==> config.mk <==
export PLATFORM = sky130hd
export DESIGN_NAME = bcd_countdown_timer
export DESIGN_NICKNAME = d
export VERILOG_FILES = /design/src/rtl/countdown_pkg.sv /design/src/rtl/bcd_countdown_timer_second_tick_gen.sv /design/src/rtl/bcd_countdown_timer.sv
export SDC_FILE = /design/constraint.sdc
export NUM_CORES = 1
export LEC_CHECK = 0
export ABC_AREA = 0
export BUFFER_PORTS_ARGS = -buffer_cell sky130_fd_sc_hd__buf_2
export CORE_MARGIN = 2
export CORE_UTILIZATION = 50
export DETAILED_ROUTE_END_ITERATION = 8
export GPL_ROUTABILITY_DRIVEN = 0
export PLACE_DENSITY = 0.7
export SYNTH_ARGS = -nofsm -noshare
export SYNTH_HDL_FRONTEND = slang
export SYNTH_SLANG_ARGS = --single-unit
==> constraint.sdc <==
create_clock -name clk -period 2.6 [get_ports clk]
set_clock_uncertainty 0.1 [all_clocks]
set_input_delay 0.26 -clock clk [delete_from_list [all_inputs] [get_ports clk]]
set_output_delay 0.26 -clock clk [all_outputs]
set_load 0.05 [all_outputs]
==> src/rtl/countdown_pkg.sv <==
// Shared types and helpers for the BCD countdown timer.
package countdown_pkg;

  typedef enum logic [2:0] {
    IDLE,
    LOADED,
    RUNNING,
    PAUSED,
    EXPIRED
  } state_t;

  typedef logic [3:0] bcd_digit_t;

  localparam bcd_digit_t BCD_MAX = 4'd9;

  // Digits above 9 are not valid BCD; saturate them to 9.
  function automatic bcd_digit_t clamp_digit(input bcd_digit_t d);
    return (d > BCD_MAX) ? BCD_MAX : d;
  endfunction

  // Convert a three-digit BCD value to its binary number of seconds.
  function automatic int bcd_to_bin(input bcd_digit_t h, input bcd_digit_t t, input bcd_digit_t o);
    return int'(h) * 100 + int'(t) * 10 + int'(o);
  endfunction

endpackage

==> src/rtl/bcd_countdown_timer_second_tick_gen.sv <==
// One-second prescaler: counts 0..TICK_DIV-1 while enabled and emits a
// one-cycle tick on the terminal count. The count is held while disabled.
module second_tick_gen #(
  parameter int TICK_DIV = 50000000
) (
  input  logic clk,
  input  logic reset,
  input  logic enable,
  input  logic clear,
  output logic tick
);

  localparam int CW = (TICK_DIV > 1) ? $clog2(TICK_DIV) : 1;
  localparam logic [CW-1:0] LAST = CW'(TICK_DIV - 1);

  logic [CW-1:0] count;

  assign tick = enable && (count == LAST);

  // Prescaler counter: clear wins, otherwise advance and wrap while enabled.
  always_ff @(posedge clk or negedge reset) begin
    if (!reset) begin
      count <= '0;
    end else if (clear) begin
      count <= '0;
    end else if (enable) begin
      if (count == LAST) begin
        count <= '0;
      end else begin
        count <= count + CW'(1);
      end
    end
  end

endmodule

==> src/rtl/bcd_countdown_timer.sv <==
// Three-digit BCD countdown timer: captures a time allotment on load, counts
// down once per second while run is high and flags expiry at 000.
// Optional feature macro: COUNTDOWN_WARN_EN adds the registered time_warn output.
module bcd_countdown_timer
  import countdown_pkg::*;
#(
  parameter int TICK_DIV  = 50000000,
  parameter int WARN_SECS = 10
) (
  input  logic       clk,
  input  logic       reset,
  input  logic       load,
  input  logic       run,
  input  logic [3:0] value_three,
  input  logic [3:0] value_two,
  input  logic [3:0] value_one,
  output logic [3:0] digit_three,
  output logic [3:0] digit_two,
  output logic [3:0] digit_one,
  output logic       running,
`ifdef COUNTDOWN_WARN_EN
  output logic       time_warn,
`endif
  output logic       time_up
);

  if (TICK_DIV < 1 || WARN_SECS < 0) begin : g_bad_params
    $error("bcd_countdown_timer: TICK_DIV must be >= 1 and WARN_SECS >= 0");
  end

  state_t     state_q, state_d;
  bcd_digit_t three_d, two_d, one_d;
  logic       up_d;
  logic       tick;
  logic       tick_en;
  logic       is_zero;

  // Count only in RUNNING with run held; a load in the same cycle suppresses it.
  assign tick_en = (state_q == RUNNING) && run && !load;
  assign is_zero = (digit_three == 4'd0) && (digit_two == 4'd0) && (digit_one == 4'd0);

  second_tick_gen #(
    .TICK_DIV(TICK_DIV)
  ) u_tick (
    .clk   (clk),
    .reset (reset),
    .enable(tick_en),
    .clear (load),
    .tick  (tick)
  );

  // Next-state, BCD decrement and expiry decisions; load overrides everything.
  always_comb begin
    state_d = state_q;
    three_d = digit_three;
    two_d   = digit_two;
    one_d   = digit_one;
    up_d    = time_up;
    if (load) begin
      three_d = clamp_digit(value_three);
      two_d   = clamp_digit(value_two);
      one_d   = clamp_digit(value_one);
      if (three_d == 4'd0 && two_d == 4'd0 && one_d == 4'd0) begin
        state_d = EXPIRED;
        up_d    = 1'b1;
      end else begin
        state_d = LOADED;
        up_d    = 1'b0;
      end
    end else begin
      case (state_q)
        IDLE:    state_d = IDLE;
        LOADED:  if (run) state_d = RUNNING;
        RUNNING: begin
          if (!run) begin
            state_d = PAUSED;
          end else if (tick && !is_zero) begin
            if (digit_one != 4'd0) begin
              one_d = digit_one - 4'd1;
            end else begin
              one_d = BCD_MAX;
              if (digit_two != 4'd0) begin
                two_d = digit_two - 4'd1;
              end else begin
                two_d   = BCD_MAX;
                three_d = digit_three - 4'd1;
              end
            end
            if (three_d == 4'd0 && two_d == 4'd0 && one_d == 4'd0) begin
              state_d = EXPIRED;
              up_d    = 1'b1;
            end
          end
        end
        PAUSED:  if (run) state_d = RUNNING;
        EXPIRED: state_d = EXPIRED;
        default: state_d = IDLE;
      endcase
    end
  end

  // State, digit and flag registers; every output comes straight from a flop.
  always_ff @(posedge clk or negedge reset) begin
    if (!reset) begin
      state_q     <= IDLE;
      digit_three <= 4'd0;
      digit_two   <= 4'd0;
      digit_one   <= 4'd0;
      time_up     <= 1'b0;
      running     <= 1'b0;
    end else begin
      state_q     <= state_d;
      digit_three <= three_d;
      digit_two   <= two_d;
      digit_one   <= one_d;
      time_up     <= up_d;
      running     <= (state_d == RUNNING);
    end
  end

`ifdef COUNTDOWN_WARN_EN
  int next_secs;

  assign next_secs = bcd_to_bin(three_d, two_d, one_d);

  // Low-time warning while counting or paused with a nonzero remainder.
  always_ff @(posedge clk or negedge reset) begin
    if (!reset) begin
      time_warn <= 1'b0;
    end else begin
      time_warn <= ((state_d == RUNNING) || (state_d == PAUSED)) &&
                   (next_secs != 0) && (next_secs <= WARN_SECS);
    end
  end
`endif

endmodule

==> results of run 1 <==
==> cells by family (layout without fill, tap and decap cells) <==
family | count (synthesis) | after routing
DFF | 43 | 43
xor gates and xnor gates | 5 | 5
muxes | 2 | 2
AOI/OAI and AO/OA | 88 | 88
buffers and inverters | 24 | 60
adders and majority gates | 3 | 3
and+or+nand+nor | 135 | 135
==> power by group through the flow <==
stage	combinational, uW	clock, uW	sequential [uW]
6_report	230	501	729
5_1_grt	250	533	735
4_1_cts	231	512	728
3_5_place_dp	230	0	741
3_3_place_gp	228	0	741
2_1_floorplan	78.6	0	805
==> worst max-delay path: stages, from the launching register on <==
cell and delay (ns):
dfrtp_1 0.44, nor4b_1 0.51, or4bb_1 0.50, nor4_4 0.36, and4_1 0.32, nor4_1 0.08
==> registers in the layout, indices dropped and copies added, names as in the netlist <==
name,count
digit_three,4
digit_one,4
u_tick.count,26
time_up,1
digit_two,4
running,1
state_q,3
==> metal layers <==
metal  track usage  share of wire  vias to the layer above
li1              -              -                     1221
met5             0              0                        -
met4       0.06727          0.013                        0
met2        0.3482           0.45                       82
met1        0.3557           0.49                     1159
met3       0.02607          0.054                       10
==> stage by stage <==
step / setup slack, ns / cells / util / area, um2 / hold WS (ns)
floorplan: 0.1646 / 300 / - / 2605 / -0.1356
global placement: 0.2503 / 399 / 0.5663 / 2874 / 0.3627
detailed placement: 0.1602 / 399 / 0.5663 / 2874 / 0.3635
CTS: 0.1431 / 406 / 0.5865 / 2977 / 0.04036
global route: 0.009746 / 406 / 0.5878 / 2983 / 0.09423
finish: 0.1646 / 406 / 0.5878 / 2983 / 0.01756
==> final timing paths <==
path / cells past startpoint / slack, ns / from / endpoint
min: 1 / 0.02 / reset / u_tick.count[23]
max reg2reg: 5 / 0.16 / u_tick.count[18] / state_q[1]
max in group asynchronous: 1 / 1.79 / reset / state_q[0]
min in group clk: 2 / 0.09 / run / state_q[0]
max: 5 / 0.16 / u_tick.count[18] / state_q[1]
min reg2reg: 2 / 0.42 / time_up / time_up
==> timing repair <==
action | 4_1_cts | 5_1_grt
setup buffers | 0 | 0
endpoints found under the setup margin | 0 | 4
gates resized for setup | 0 | 1
==> synth_stat cells, types with 2 or more instances <==
library cell	count	area, um2
nand4_1	14	87.58
nor2b_1	2	12.51
dfrtp_1	43	1076
nand3_1	12	60.06
o21ai_0	19	95.09
nor3b_1	3	22.52
clkbuf_1	9	33.78
nand2b_1	5	31.28
or4_1	2	15.01
nor2_1	23	86.33
nor3_1	12	60.06
xor2_1	4	35.03
a31oi_1	19	118.9
ha_1	3	37.54
nor4b_1	2	17.52
and4_1	7	61.31
o211ai_1	2	15.01
a211oi_1	2	15.01
a21oi_1	23	115.1
a21o_1	7	52.55
inv_1	12	45.04
o21a_1	3	22.52
or3_1	9	56.30
nand2_1	23	86.33
o31a_1	3	26.28
nand3b_1	2	15.01
nor4_1	9	56.30
a32oi_1	2	17.52
==> layout make-up <==
| type | count | area (um2) | area share |
|---|---|---|---|
| Clock buffer | 6 | 72.57 | 0.02433 |
| Tap cell | 70 | 87.58 | 0.02936 |
| Multi-Input combinational cell | 233 | 1436 | 0.4815 |
| Sequential cell | 43 | 1076 | 0.3607 |
| Timing Repair Buffer | 41 | 235.2 | 0.07886 |
| Inverter | 12 | 45.04 | 0.01510 |
| Clock inverter | 1 | 30.03 | 0.01007 |
==> results.md, run 1 <==
- Max FO, Critical Path: 7
- IO Count: 30
- Setup CP Type: flop to flop
- Synth Area in Adders: 0.01441
- Internal: roughly 1000 uW
- Worst path arrival time: 2.51 ns
- Antenna viol nets, final: 0
- Hold Path Class: primary input to asynchronous set/reset pin
- Vias after detailed routing: between 2000 and 2500
- Syn Area/Cell: 8.683 um2
- Clock Path Buffers: 2
- Xor/xnor cell area share of the yosys netlist: 0.01681
- Clock latency on the worst-skew pair: 0.29 ns
- Post-DP HPWL: roughly 4.7 mm
- Final hold violations: 0
- Crit path required time: approximately 2.7 ns
- Syn Nets: about 320
- Final setup fails: 0
- Ys flop type: dfrtp_1
- Iter 0 DRT Violations: approximately 130
- I/O Buffers: 29
- Simple-gate area share of the yosys netlist: 0.3002
- Die Y: 76.18 um
- Clock Power Share: 0.343
- Setup Total Neg Slack: 0 ns
- Gr ovfl total: 0
- First-pass GRT wire length: 11.05 mm
- Pleak: between 0.001 and 0.0015 uW
- Most frequent cells in the layout: 43 x dfrtp_1, 29 x buf_2, 23 x nand2_1, 23 x nor2_1, 22 x a21oi_1
- RSZ-0062 raised after global routing: false
- Slew headroom: 0.3571
- YS warnings: 0
- All-layer global routing usage: 0.2321
- Commonest non-fill, non-tap cell in the layout: dfrtp_1
- Die X: 76.18 um
- Max-cap violations: 0
- Post-route DRC: 0
- Die area: 5803 um2
- Vias per inst: about 6.1
- # fillers: between 400 and 500
- WL per Instance: 15.80 um
- Reg clk slew, reported paths: 0.08 ns
- Root Buffer: clkbuf_8
- Row cnt: 26
- Initial Utilization: 0.5133
- Fin crit share: 0.9367
- CTS sink count: 43
- Final Power: roughly 1500 uW
- Initial antenna violation count: 0
- Max-slew violations: 0
- DRT Pass-1 Iters: 5
- Psw: 419.0 uW
- Number of flops mapped to enable cells by yosys: 0
- Yosys cell types: 52
- CTS tree: done
- Post-synthesis sequential area ratio: 0.4131
- Switching Share: 0.2871
- Largest net degree at the start of global routing: between 40 and 50
- Crit end category: flop
- Asr flop ratio synth: 1.000
- Area fraction in compound gates after synthesis: 0.2080
- Gate power share: 0.157
- Largest family of logic cells by synthesized area: simple AND/OR/NAND/NOR gates
- Fraction of layout instances using a drive strength above 1: 0.1637
- Nets: roughly 360
- Status: complete, no violations
- Area Overhead vs Synth: 14.51%
- # hold bufs at CTS: 0
- #FFs+latches synth: 43
- Pwr/cell area: a little under 500 nW/um2
- Vias in the first global route: approximately 2300
- Final wirelength: between 6 and 7 mm
- Min Tclk post-route: between 2 and 2.5 ns
- Core area: a little over 5000 um2
- CP startpoint kind: flop
- Worst vdd ir: about 0.3 mV
- Cells after Synth: 300
- CTS HTree Levels: 2
- Mux contribution to synthesized area: 0.008165
- Sequential share of power: 0.499
- Antenna diodes: 0
- F_max: 410.6 MHz
- TritonCTS Buffers: 5
- Slew at the pin with the worst max-slew slack: 0.9644 ns
- Post-Syn Area: 2605 um2
Note: power is estimated with default switching activity, not from simulation.
==> run 2, diff against run 1 <==
--- a/config.mk
+++ b/config.mk
@@ -14,4 +14,5 @@
 export PLACE_DENSITY = 0.7
 export SYNTH_ARGS = -nofsm -noshare
 export SYNTH_HDL_FRONTEND = slang
+export SYNTH_HIERARCHICAL = 1
 export SYNTH_SLANG_ARGS = --single-unit
==> run 2 against run 1 <==
  * Core utilization up 5.1 points
  * Non-clock buffer count up 24
  * Cell area grew 9.4%
  * Critical endpoint is now digit_two[1]
  * Die area increased by 1.5%
  * Critical path depth increased by 4
  * Critical path type unchanged
  * Sequential share of layout area fell by 3.1 points
  * Wire length up 8.7%
  * Combinational power down 3%
  * Synthesized cell count rose by 0.33%
  * Area after synthesis increased by 1.6%
==> results.md, run 2 <==
- Simple-gate area share of the yosys netlist: 0.3351 (+0.03487)
- Synth Area in Adders: 0.01418 (-0.0002315)
- Post-Syn Area: 2648 um2 (+1.6%)
- Max-slew violations: 0 (unchanged)
- DRT Pass-1 Iters: 4 (-1)
- Pleak: 0.001370 uW (+12%)
- Met3 Routed Length: 383 um (+11%)
- Placed insts: 420 (+5.3%)
- Vias per inst: 6.048 (-0.66%)
- Die area: 5893 um2 (+1.5%)
- Ys flop type: dfrtp_1
- Area fraction in compound gates after synthesis: 0.1706 (-0.03737)
- Iter 0 DRT Violations: 224 (+68%)
- Post-DP HPWL: 4.916 mm (+4.9%)
- Switching Share: 0.3083 (+0.02124)
- Asr flop ratio synth: 1.000 (unchanged)
- I/O Buffers: 29 (unchanged)
- Yosys cell types: 56 (+7.7%)
- Xor/xnor cell area share of the yosys netlist: 0.02647 (+0.009654)
- CTS HTree Levels: 2 (unchanged)
- Slew headroom: 0.3535 (-0.003551)
- Commonest non-fill, non-tap cell in the layout: dfrtp_1
- Root Buffer: clkbuf_8
- Final wirelength: 6.972 mm (+8.7%)
- Final Power: 1362 uW (-6.7%)
- Final setup fails: 0 (unchanged)
- Antenna viol nets, final: 0 (unchanged)
- TritonCTS Buffers: 5 (unchanged)
- Slew at the pin with the worst max-slew slack: 0.9697 ns (+0.005327 ns)
- Pwr/cell area: 417.5 nW/um2 (-15%)
- # hold bufs at CTS: 0 (unchanged)
- Initial Utilization: 0.5184 (+0.005060)
- Biggest register: u_tick/count
- Hold Path Class: primary input to asynchronous set/reset pin
- Final hold violations: 0 (unchanged)
- Worst vdd ir: 0.2599 mV (-12%)
- Initial antenna violation count: 0 (unchanged)
- Clock latency on the worst-skew pair: 0.30 ns (about the same)
- # fillers: 459 (-5.6%)
- Row cnt: 26 (unchanged)
- Crit end category: flop
- Area of the multi-input gates: 1550 um2 (+7.9%)
- Die Y: 76.77 um (+0.77%)
- Clock Path Buffers: 2 (unchanged)
- CP startpoint kind: flop
- Mux contribution to synthesized area: 0.003781 (-0.004385)
- Max FO, Critical Path: 4 (-3)
- Syn Nets: 320 (+0.31%)
- Top cell type's share of synthesized area: 0.4064 (-0.006637)
- Antenna diodes: 0 (unchanged)
- Internal: 941.9 uW (-9.5%)
- CP cell instances: nor2_4, nand2_2, nor3b_4, inv_4, nor4_4, nand4b_1, or4_4, and3_4, a211o_1
- Reg clk slew, reported paths: 0.08 ns (about the same)
- Max-cap violations: 0 (unchanged)
- IO Count: 30 (unchanged)
- Hold Worst Slack: 0.01205 ns (-0.005506 ns)
- Critical path's slowest cell: or4_4
- WL per Instance: 16.10 um (+1.9%)
- Psw: 419.9 uW (+0.21%)
- F_max: 404.6 MHz (-1.5%)
- CTS tree: done
- Sequential share of power: 0.528 (+0.029)
- Final std cells w/o fill: 433 (+6.7%)
- Nets: 381 (+7.3%)
- Clock Power Share: 0.309 (-0.034)
- Vias after detailed routing: 2619 (+5.9%)
- Largest family of logic cells by synthesized area: simple AND/OR/NAND/NOR gates
- Syn Area/Cell: 8.796 um2 (+1.3%)
- Die X: 76.77 um (+0.77%)
- Final Util: 0.6387 (+0.05089)
- Metal-1 WL: 3.409 mm (+9.5%)
- Fin crit share: 0.9507 (+0.01397)
- Area Overhead vs Synth: 23.20%
- Post-route DRC: 0 (unchanged)
- Status: complete, no violations
- Setup CP Type: flop to flop
- Met2 WL: 3.117 mm (+8.5%)
- Cells after Synth: 301 (+0.33%)
- All-layer global routing usage: 0.2464 (+0.01427)
- Worst path max stage delay: 0.48 ns (-0.03 ns)
- Core area: 5107 um2 (+0.64%)
- YS warnings: 6 (+6)
- Max layer used: met4
- Min Tclk post-route: 2.472 ns (+0.03633 ns)
- Vias in the first global route: 2435 (+6.1%)
- CTS sink count: 43 (unchanged)
- Max reg flops: 26 (unchanged)
- Fraction of layout instances using a drive strength above 1: 0.2672 (+0.1035)
- Largest net degree at the start of global routing: 44 (unchanged)
- Area contributors post-synth: dfrtp_1 41%, nand4_1 3.8%, nand2_1 3.7%
- Largest area contributor in the netlist: dfrtp_1
- Worst path arrival time: 2.56 ns (+0.05 ns)
- Crit path required time: 2.68 ns (about the same)
- Gate power share: 0.164 (+0.007)
- Synth top cells by count: 43 x dfrtp_1, 26 x nand2_1, 26 x nor2_1, 18 x a21oi_1, 18 x nand3_1
- First-pass GRT wire length: 11.89 mm (+7.6%)
- Gr ovfl total: 0 (unchanged)
- Number of flops mapped to enable cells by yosys: 0 (unchanged)
- Pre-CTS setup slack: -0.003465 ns (-0.1636 ns)
- Most frequent cells in the layout: 43 x dfrtp_1, 36 x buf_4, 29 x buf_2, 25 x nor2_1, 25 x nand2_1
- Most numerous cell in the Yosys netlist: dfrtp_1
- Reg area: 1076 um2 (unchanged)
- Fin worst setup slack: 0.1283 ns (-0.03633 ns)
- Post-synthesis sequential area ratio: 0.4064 (-0.006637)
- #FFs+latches synth: 43 (unchanged)
## run 2: timing repair
item                       in CTS  in global routing
pin swaps                       0                  6
setup buffers                   0                  5
setup endpoints to repair       1                 21
resized for setup               2                 10
## run 2: critical path: cells and delay by family (launching register included)
kind,cells,cell delay (ns)
buffers and inverters,1,0.07
AND/OR/NAND/NOR,7,1.54
AO/OA/AOI/OAI,1,0.22
flip-flops,1,0.41
## run 2: cell type report
cell class | instances | area share
Tap cell | 70 | 0.02685
Inverter | 13 | 0.01573
Sequential cell | 43 | 0.3299
Clock buffer | 7 | 0.02340
Multi-Input combinational cell | 234 | 0.4753
Clock inverter | 1 | 0.001534
Timing Repair Buffer | 65 | 0.1273
## run 2: stage by stage
stage          setup TNS [ns]  instance area [um2]
2_1_floorplan        -0.07500                 2683
3_3_place_gp                0                 3072
3_5_place_dp        -0.003465                 3072
4_1_cts                     0                 3166
5_1_grt              -0.01168                 3262
6_report                    0                 3262
## run 2: cells by family (layout without fill, tap and decap cells)
logic type      Yosys count  in the layout
simple gates            155            155
compound gates           67             67
flops                    43             43
buf+inv                  24             86
xor+xnor                  8              8
fa+ha+maj                 3              3
mux                       1              1
## run 2: power groups by stage
stage / logic (uW) / registers, uW / clock network (uW)
6_report: 223 / 719 / 420
5_1_grt: 243 / 722 / 453
4_1_cts: 217 / 715 / 432
3_5_place_dp: 216 / 728 / 0
3_3_place_gp: 215 / 729 / 0
2_1_floorplan: 84.6 / 786 / 0
## run 2: metal layers
| metal | track usage | vias up |
|---|---|---|
| met5 | 0 | - |
| met4 | 0.08000 | 0 |
| met3 | 0.02706 | 5 |
| met2 | 0.3509 | 78 |
| met1 | 0.3866 | 1261 |
| li1 | - | 1275 |
## run 2: final timing paths
path,startpoint,to,slack [ns],cells past startpoint
worst max-delay path,state_q[2],digit_two[1],0.13,9
worst min-delay path,reset,u_tick/count[3],0.01,1
worst max register to register,state_q[2],digit_two[1],0.13,9
worst min register to register,time_up,time_up,0.41,2
max in group asynchronous,reset,digit_two[3],1.78,1
min in group clk,value_two[1],digit_two[1],0.12,2
